`src/rtl/idex_skid_stage.sv`:
```
// ID/EX pipeline register with a two-entry skid buffer, flush squash and a
// saturating bubble counter. in_ready depends only on registered state.
module idex_skid_stage #(
  parameter int XLEN    = 64,
  parameter int CTRL_W  = 8,
  parameter int REG_AW  = 5,
  parameter int FUNCT_W = 4,
  parameter int CNT_W   = 16
) (
  input  logic               clk,
  input  logic               reset,
  input  logic               flush,

  input  logic               in_valid,
  output logic               in_ready,
  input  logic [XLEN-1:0]    in_pc,
  input  logic [XLEN-1:0]    in_rdata1,
  input  logic [XLEN-1:0]    in_rdata2,
  input  logic [XLEN-1:0]    in_imm,
  input  logic [CTRL_W-1:0]  in_ctrl,
  input  logic [REG_AW-1:0]  in_rd,
  input  logic [REG_AW-1:0]  in_rs1,
  input  logic [REG_AW-1:0]  in_rs2,
  input  logic [FUNCT_W-1:0] in_funct,

  output logic               out_valid,
  input  logic               out_ready,
  output logic [XLEN-1:0]    out_pc,
  output logic [XLEN-1:0]    out_rdata1,
  output logic [XLEN-1:0]    out_rdata2,
  output logic [XLEN-1:0]    out_imm,
  output logic [CTRL_W-1:0]  out_ctrl,
  output logic [REG_AW-1:0]  out_rd,
  output logic [REG_AW-1:0]  out_rs1,
  output logic [REG_AW-1:0]  out_rs2,
  output logic [FUNCT_W-1:0] out_funct,

  output logic [CNT_W-1:0]   bubble_cnt
);

  typedef struct packed {
    logic [XLEN-1:0]    pc;
    logic [XLEN-1:0]    rdata1;
    logic [XLEN-1:0]    rdata2;
    logic [XLEN-1:0]    imm;
    logic [CTRL_W-1:0]  ctrl;
    logic [REG_AW-1:0]  rd;
    logic [REG_AW-1:0]  rs1;
    logic [REG_AW-1:0]  rs2;
    logic [FUNCT_W-1:0] funct;
  } payload_t;

  // State bits are exactly {skid_valid, main_valid}.
  typedef enum logic [1:0] {
    ST_EMPTY = 2'b00,
    ST_ONE   = 2'b01,
    ST_FULL  = 2'b11
  } state_t;

  state_t     state_reg, state_next;
  payload_t   main_reg, main_next;
  payload_t   skid_reg, skid_next;
  payload_t   in_beat;
  logic       main_valid;
  logic [CNT_W-1:0] bubble_reg, bubble_next;

  assign in_beat.pc     = in_pc;
  assign in_beat.rdata1 = in_rdata1;
  assign in_beat.rdata2 = in_rdata2;
  assign in_beat.imm    = in_imm;
  assign in_beat.ctrl   = in_ctrl;
  assign in_beat.rd     = in_rd;
  assign in_beat.rs1    = in_rs1;
  assign in_beat.rs2    = in_rs2;
  assign in_beat.funct  = in_funct;

  assign main_valid = state_reg[0];
  assign in_ready   = (state_reg != ST_FULL);
  assign out_valid  = main_valid;

  always_ff @(posedge clk) begin
    if (reset) begin
      state_reg  <= ST_EMPTY;
      main_reg   <= '0;
      skid_reg   <= '0;
      bubble_reg <= '0;
    end else begin
      state_reg  <= state_next;
      main_reg   <= main_next;
      skid_reg   <= skid_next;
      bubble_reg <= bubble_next;
    end
  end

  // Flush clears every held field so a squashed beat leaves no trace.
  always_comb begin
    state_next = state_reg;
    main_next  = main_reg;
    skid_next  = skid_reg;
    if (flush) begin
      state_next = ST_EMPTY;
      main_next  = '0;
      skid_next  = '0;
    end else begin
      unique case (state_reg)
        ST_EMPTY: begin
          if (in_valid) begin
            main_next  = in_beat;
            state_next = ST_ONE;
          end
        end
        ST_ONE: begin
          if (in_valid && out_ready) begin
            main_next = in_beat;
          end else if (in_valid) begin
            skid_next  = in_beat;
            state_next = ST_FULL;
          end else if (out_ready) begin
            state_next = ST_EMPTY;
          end
        end
        ST_FULL: begin
          if (out_ready) begin
            main_next  = skid_reg;
            state_next = ST_ONE;
          end
        end
        default: begin
          state_next = ST_EMPTY;
        end
      endcase
    end
  end

  always_comb begin
    bubble_next = bubble_reg;
    if (!main_valid && out_ready && (bubble_reg != {CNT_W{1'b1}})) begin
      bubble_next = bubble_reg + CNT_W'(1);
    end
  end

  assign bubble_cnt = bubble_reg;

  // A bubble must present NOP control even though the payload is retained.
  for (genvar gi = 0; gi < CTRL_W; gi++) begin : g_ctrl_mask
    assign out_ctrl[gi] = main_reg.ctrl[gi] & main_valid;
  end

  assign out_pc     = main_reg.pc;
  assign out_rdata1 = main_reg.rdata1;
  assign out_rdata2 = main_reg.rdata2;
  assign out_imm    = main_reg.imm;
  assign out_rd     = main_reg.rd;
  assign out_rs1    = main_reg.rs1;
  assign out_rs2    = main_reg.rs2;
  assign out_funct  = main_reg.funct;

endmodule

```
`config.mk`:
```
export PLATFORM = sky130hd
export DESIGN_NAME = idex_skid_stage
export DESIGN_NICKNAME = d
export VERILOG_FILES = /design/src/rtl/idex_skid_stage.sv
export SDC_FILE = /design/constraint.sdc
export NUM_CORES = 1
export LEC_CHECK = 0
export CORE_AREA = 2 2 227 229
export DETAILED_ROUTE_END_ITERATION = 16
export DIE_AREA = 0 0 229 231
export PLACE_DENSITY = 0.79
export SYNTH_ARGS = -nofsm -noshare
export SYNTH_HDL_FRONTEND = slang
export SYNTH_SLANG_ARGS = --single-unit
```
`constraint.sdc`:
```
create_clock -name clk -period 3 [get_ports clk]
set_clock_uncertainty 0.1 [all_clocks]
set_input_delay 0.3 -clock clk [delete_from_list [all_inputs] [get_ports clk]]
set_output_delay 0.3 -clock clk [all_outputs]
set_load 0.01 [all_outputs]
```
==> impl_metrics.json, run 1 <==
{
  "seqCellArea_um2": 11700,
  "port_buffers": 588,
  "cp.depth": 8,
  "path_delay_family": "buffers and inverters",
  "grt_pass1_vias": 19941,
  "setup_viol": 0,
  "rows": 83,
  "multi_input_area_um2": 10300,
  "numCtsBuffers": 60,
  "cp-startpoint": "state_reg[0]",
  "grt_util_met1_pct": 27.5,
  "synth_top_area_share_pct": 46.9,
  "net-switching-power_uw": 4210,
  "worstMarginPinSlew_ps": 1040,
  "max_stage_delay_ps": 520,
  "grt_antenna_before_repair": 9,
  "vias": 20526,
  "fin_crit_ps": 2690,
  "overflow": 0,
  "r2r_end": "out_rdata2[24]",
  "synth_fp_nets": 3187,
  "ios": 589,
  "grt_pass1_wl_mm": 104,
  "clock_latency_ps": 600,
  "synth_edf_count": 0,
  "fin_nets": 3399,
  "cts_setup_buffers": 0,
  "cts_buffer_depth": 3,
  "die-area_um2": 52900,
  "synth_warnings": 0,
  "p_int_uw": 13300,
  "cp.arrival_ps": 3100,
  "critPathKind": "flip-flop to flip-flop",
  "synth_top_cell_by_area": "dfxtp_1",
  "cp_max_fo": 62,
  "ys_top_cells_by_count": "dfxtp_1, nand2_1, a21oi_1, nor2_1",
  "syn_to_final_growth_pct": 26.3,
  "relSlewSlack_pct": 30.1,
  "synthTopCellsByArea": "dfxtp_1, mux2i_1, nand2_1, a211oi_1, buf_4",
  "wl_mm": 67.1,
  "start_kind": "flip-flop",
  "grt_setup_unrepaired": "false",
  "wl_per_cell_um": 17.5,
  "critical_path_required_ps": 3400,
  "via_per_inst": 5.36,
  "cts_tree": "done",
  "max-vdd-ir-drop_uv": 502,
  "ctsHoldBuffers": 0,
  "async_flop_share_pct": 0,
  "fmax_mhz": 371,
  "htree_num_levels": 2,
  "syn_area_um2": 24900,
  "hold_path.class": "input port to flip-flop",
  "grt_use_met3_pct": 6.84,
  "gr-usage-met2_pct": 41.3,
  "coreArea_um2": 50700,
  "synth-seq-cells": 584,
  "cts_root_buffer": "clkbuf_16",
  "grt_max_degree": 139,
  "period_share_pct": 89.8,
  "power_density_nw_per_um2": 557,
  "synthFlopType": "dfxtp_1",
  "start_util_pct": 49.1,
  "finalSetupTns_ps": 0,
  "yosysUniqueCellTypes": 35,
  "final-instance-count-excl-fill": 3830,
  "worstSetupEndpointType": "flip-flop",
  "die_width_um": 229,
  "die_h_um": 231,
  "grt_busiest_layer": "met2",
  "cp_common_cell": "buf_12",
  "crit_path_end": "out_rdata2[24]",
  "fill_cells": 4230,
  "pwr-share-seq_pct": 46.5,
  "drc": 0,
  "clk_pin_slew_worst_paths_ps": 60,
  "drt-initial-drc-count": 1110,
  "synthCells": 2893,
  "clock_power_share_pct": 41.2,
  "largest_register_ffs": 283,
  "drtAntennaViolNets": 0,
  "cp.buffers_inverters": 3,
  "p_comb_share_pct": 12.3,
  "drive_above_1_share_pct": 4.96,
  "placedCellCount": 3723,
  "status": "finished clean",
  "rrSetupSlack_ps": 310,
  "dp_hpwl_mm": 45.8,
  "path_cells": "inv_1 -> ha_1 -> nor2b_1 -> a2111oi_4 -> buf_12 -> buf_12 -> nor2_1 -> a211oi_1",
  "first_pass_iters": 5,
  "synth_area_per_cell_um2": 8.61,
  "yosysSeqAreaShare_pct": 46.9,
  "holdWs_ps": 168,
  "timing.rr.start": "state_reg[0]",
  "grtUsageTotal_pct": 24.1,
  "cts_sinks": 584,
  "finalMaxSlewViolations": 0,
  "p_leak_uw": 0.0104,
  "cts_resized": 0,
  "hold_viol_final": 0,
  "max-cap-violations": 0,
  "routabilityCongestion": 0.903,
  "p_sw_share_pct": 24.0,
  "cp_slowest_cell": "dfxtp_1",
  "reg2regPathDepth": 8,
  "yosysMostFrequentCell": "dfxtp_1"
}
[layer usage]
metal | wire [µm] | share of wire [%]
met1 | 26300 | 39
met2 | 32400 | 48
met3 | 5180 | 7.7
met4 | 3180 | 4.7
met5 | 55 | 0.082
[layout by cell type (no fill, tap or decap), drive strengths merged, types with 4 or more instances in the layout]
cell type and n:
dfxtp 584, clkinv 8, nand4 5, buf 62, or4 5, clkdlybuf4s50 588, clkbuf 87, nor2 291
mux2i 285, o21ai 6, inv 7, a21oi 296, o31ai 5, a211oi 285, or2 4, ha 6
nand2 574, nor3 6, or3 6, and2 8, diode 6
[how the worst min path moves through the flow]
stage	cells past startpoint	slack (ps)	startpoint	end
2_1_floorplan	2	340	in_funct[0]	skid_reg[0]
4_1_cts	3	130	in_imm[58]	skid_reg[85]
5_1_grt	3	150	in_rdata1[57]	skid_reg[212]
6_report	3	170	in_rdata2[53]	skid_reg[144]
3_3_place_gp	2	340	skid_reg[129]	skid_reg[129]
3_5_place_dp	2	350	skid_reg[125]	skid_reg[125]
[cell type report]
type / count / area share [%]
inverter: 6 / 0.0716
clock inverter: 14 / 0.489
sequential: 584 / 37.2
timing repair buffer: 650 / 21.4
multi-input combinational: 1803 / 32.6
tap: 680 / 2.70
antenna: 6 / 0.0477
clock buffer: 87 / 5.51
[power by group through the flow]
| stage | Clock [µW] | Combinational, µW | Sequential [µW] |
|---|---|---|---|
| 2_1_floorplan | 0 | 1250 | 8270 |
| 3_3_place_gp | 0 | 2100 | 8300 |
| 3_5_place_dp | 0 | 2150 | 8320 |
| 4_1_cts | 7370 | 2160 | 8150 |
| 5_1_grt | 7680 | 2340 | 8170 |
| 6_report | 7210 | 2160 | 8150 |
[worst min-delay path, delay by kind of cell]
family / cells / cell delay, ps
and+or+nand+nor: 1 / 60
AOI/OAI and AO/OA: 1 / 50
buffers and inverters: 1 / 410
[kinds of logic after synthesis]
logic type	after synthesis	share of synthesized area (%)
compound gates	600	15.1
xor+xnor	1	0.0352
mux	285	11.5
fa+ha+maj	6	0.301
flops	584	46.9
simple gates	911	14.2
buf+inv	506	11.9
[metrics by stage]
step	util (%)	setup slack, ps	power [µW]	cell area, µm²
detailed placement	58.3	212	10500	29600
CTS	62.1	277	17700	31500
finish	62.1	305	17500	31500
floorplan	-	579	9520	24900
global placement	58.3	283	10400	29600
global route	62.1	105	18200	31500
No activity file was read; power rests on OpenSTA's default activity.
==> run 2, diff against run 1 <==
==> config.mk (replaced) <==
export PLATFORM = sky130hd
export DESIGN_NAME = idex_skid_stage
export DESIGN_NICKNAME = d
export VERILOG_FILES = /design/src/rtl/idex_skid_stage.sv
export SDC_FILE = /design/constraint.sdc
export NUM_CORES = 1
export LEC_CHECK = 0
export CORE_AREA = 2 2 231 233
export DETAILED_ROUTE_END_ITERATION = 16
export DIE_AREA = 0 0 233 235
export PLACE_DENSITY = 0.77
export SYNTH_ARGS = -nofsm -noshare
export SYNTH_HDL_FRONTEND = slang
export SYNTH_SLANG_ARGS = --single-unit
==> constraint.sdc (replaced) <==
create_clock -name clk -period 3.3 [get_ports clk]
set_clock_uncertainty 0.1 [all_clocks]
set_input_delay 0.33 -clock clk [delete_from_list [all_inputs] [get_ports clk]]
set_output_delay 0.33 -clock clk [all_outputs]
set_load 0.01 [all_outputs]
==> impl_metrics.json, run 2 (synthesized netlist as in run 1, its figures left out) <==
{
  "worstSetupEndpointType": "flip-flop",
  "final-instance-count-excl-fill": 3839,
  "first_pass_iters": 5,
  "start_util_pct": 47.7,
  "rows": 84,
  "fin_crit_ps": 2880,
  "grt_antenna_before_repair": 13,
  "grt_max_degree": 147,
  "cts_tree": "done",
  "largest_register_ffs": 283,
  "rrSetupSlack_ps": 420,
  "p_leak_uw": 0.0103,
  "cp_max_fo": 64,
  "max-vdd-ir-drop_uv": 470,
  "via_per_inst": 5.33,
  "min_from": "in_pc[54]",
  "timing.rr.start": "state_reg[0]",
  "wl_mm": 68.0,
  "drtAntennaViolNets": 0,
  "hold_viol_final": 0,
  "status": "finished clean",
  "placedCellCount": 3724,
  "overflow": 0,
  "finalSetupTns_ps": 0,
  "grt_pass1_wl_mm": 105,
  "drc": 0,
  "layout_commonest_cell": "clkdlybuf4s50_1",
  "hold_path.class": "input port to flip-flop",
  "ios": 589,
  "dp_hpwl_mm": 46.8,
  "clock_latency_ps": 590,
  "worstMarginPinSlew_ps": 1090,
  "fill_cells": 4311,
  "drive_above_1_share_pct": 5.00,
  "grt_pass1_vias": 19906,
  "numCtsBuffers": 59,
  "port_buffers": 588,
  "layout_common_cells": "clkdlybuf4s50_1, dfxtp_1, nand2_1",
  "drt-initial-drc-count": 978,
  "cts_root_buffer": "clkbuf_16",
  "start_kind": "flip-flop",
  "die_width_um": 233,
  "cts_resized": 0,
  "relSlewSlack_pct": 26.7,
  "r2r_end": "out_imm[57]",
  "hold_path_depth": 3,
  "grt_setup_unrepaired": "false",
  "syn_to_final_growth_pct": 26.2,
  "critPathKind": "flip-flop to flip-flop",
  "htree_num_levels": 2,
  "cts_setup_buffers": 0,
  "setup_viol": 0,
  "cts_buffer_depth": 3,
  "grtUsageTotal_pct": 23.6,
  "coreArea_um2": 52200,
  "hold_end": "skid_reg[273]",
  "cts_sinks": 584,
  "max-cap-violations": 0,
  "power_density_nw_per_um2": 513,
  "reg2regPathDepth": 8,
  "die-area_um2": 54800,
  "die_h_um": 235,
  "clk_pin_slew_worst_paths_ps": 60,
  "finalMaxSlewViolations": 0,
  "cp.arrival_ps": 3280,
  "fin_nets": 3391,
  "wl_per_cell_um": 17.7,
  "critical_path_required_ps": 3700,
  "multi_input_area_um2": 10300,
  "ctsHoldBuffers": 0,
  "period_share_pct": 87.3,
  "seqCellArea_um2": 11700,
  "vias": 20471,
  "routabilityCongestion": 0.894,
  "fmax_mhz": 347
}
## run 2: changes by cell type in the layout (fill, tap and decap cells not counted)
cell,change
clkinv_2,+7
buf_12,-5
buf_4,-2
bufinv_16,+2
clkbuf_1,-2
diode_2,+2
clkbuf_8,-1
clkinvlp_4,-1
inv_6,+1
## run 2: critical path: stages, from the launching register on
cell and delay, ps:
dfxtp_1 680, inv_1 150, ha_1 230, nor2b_1 160, a2111oi_4 360, buf_12 390
buf_12 310, nor2_1 70, a211oi_1 240
## run 2: routing by layer
layer  up-vias  routed length [µm]  track usage (%)
met1      9632               26600             27.7
met4         8                2820             10.4
met2       655               33300             40.6
met3       182                5260             5.97
met5         -                  54                0
li1       9994                   -                -
## run 2: worst max-delay path by stage
stage	start	end	slack [ps]	cells past startpoint
3_3_place_gp	out_ready	out_imm[62]	480	7
3_5_place_dp	out_ready	out_imm[54]	400	7
2_1_floorplan	state_reg[0]	out_pc[0]	880	8
4_1_cts	state_reg[0]	out_imm[57]	400	8
5_1_grt	state_reg[0]	out_imm[46]	200	8
6_report	state_reg[0]	out_imm[57]	420	8
## run 2: power by group
part	total, µW	internal [µW]	switching, µW
Sequential	7430	7280	150
Clock	6740	3990	2750
Combinational	1950	975	979
## run 2: through the flow
| step | util, % | hold WS [ps] | total power (µW) | instance area [µm²] | setup slack (ps) |
|---|---|---|---|---|---|
| after floorplan | - | 336 | 8660 | 24900 | 879 |
| after global placement | 56.4 | 341 | 9470 | 29500 | 478 |
| after detailed placement | 56.4 | 346 | 9530 | 29500 | 403 |
| after CTS | 60.2 | 164 | 16300 | 31400 | 397 |
| after global routing | 60.2 | 182 | 16700 | 31400 | 200 |
| final | 60.2 | 203 | 16100 | 31400 | 421 |
## run 2: cell type report
type	instances	share of cell area [%]
Antenna cell	8	0.0637
Clock buffer	84	5.45
Clock inverter	23	0.796
Inverter	6	0.0716
Multi-Input combinational cell	1803	32.7
Sequential cell	584	37.2
Tap cell	688	2.74
Timing Repair Buffer	643	21.0
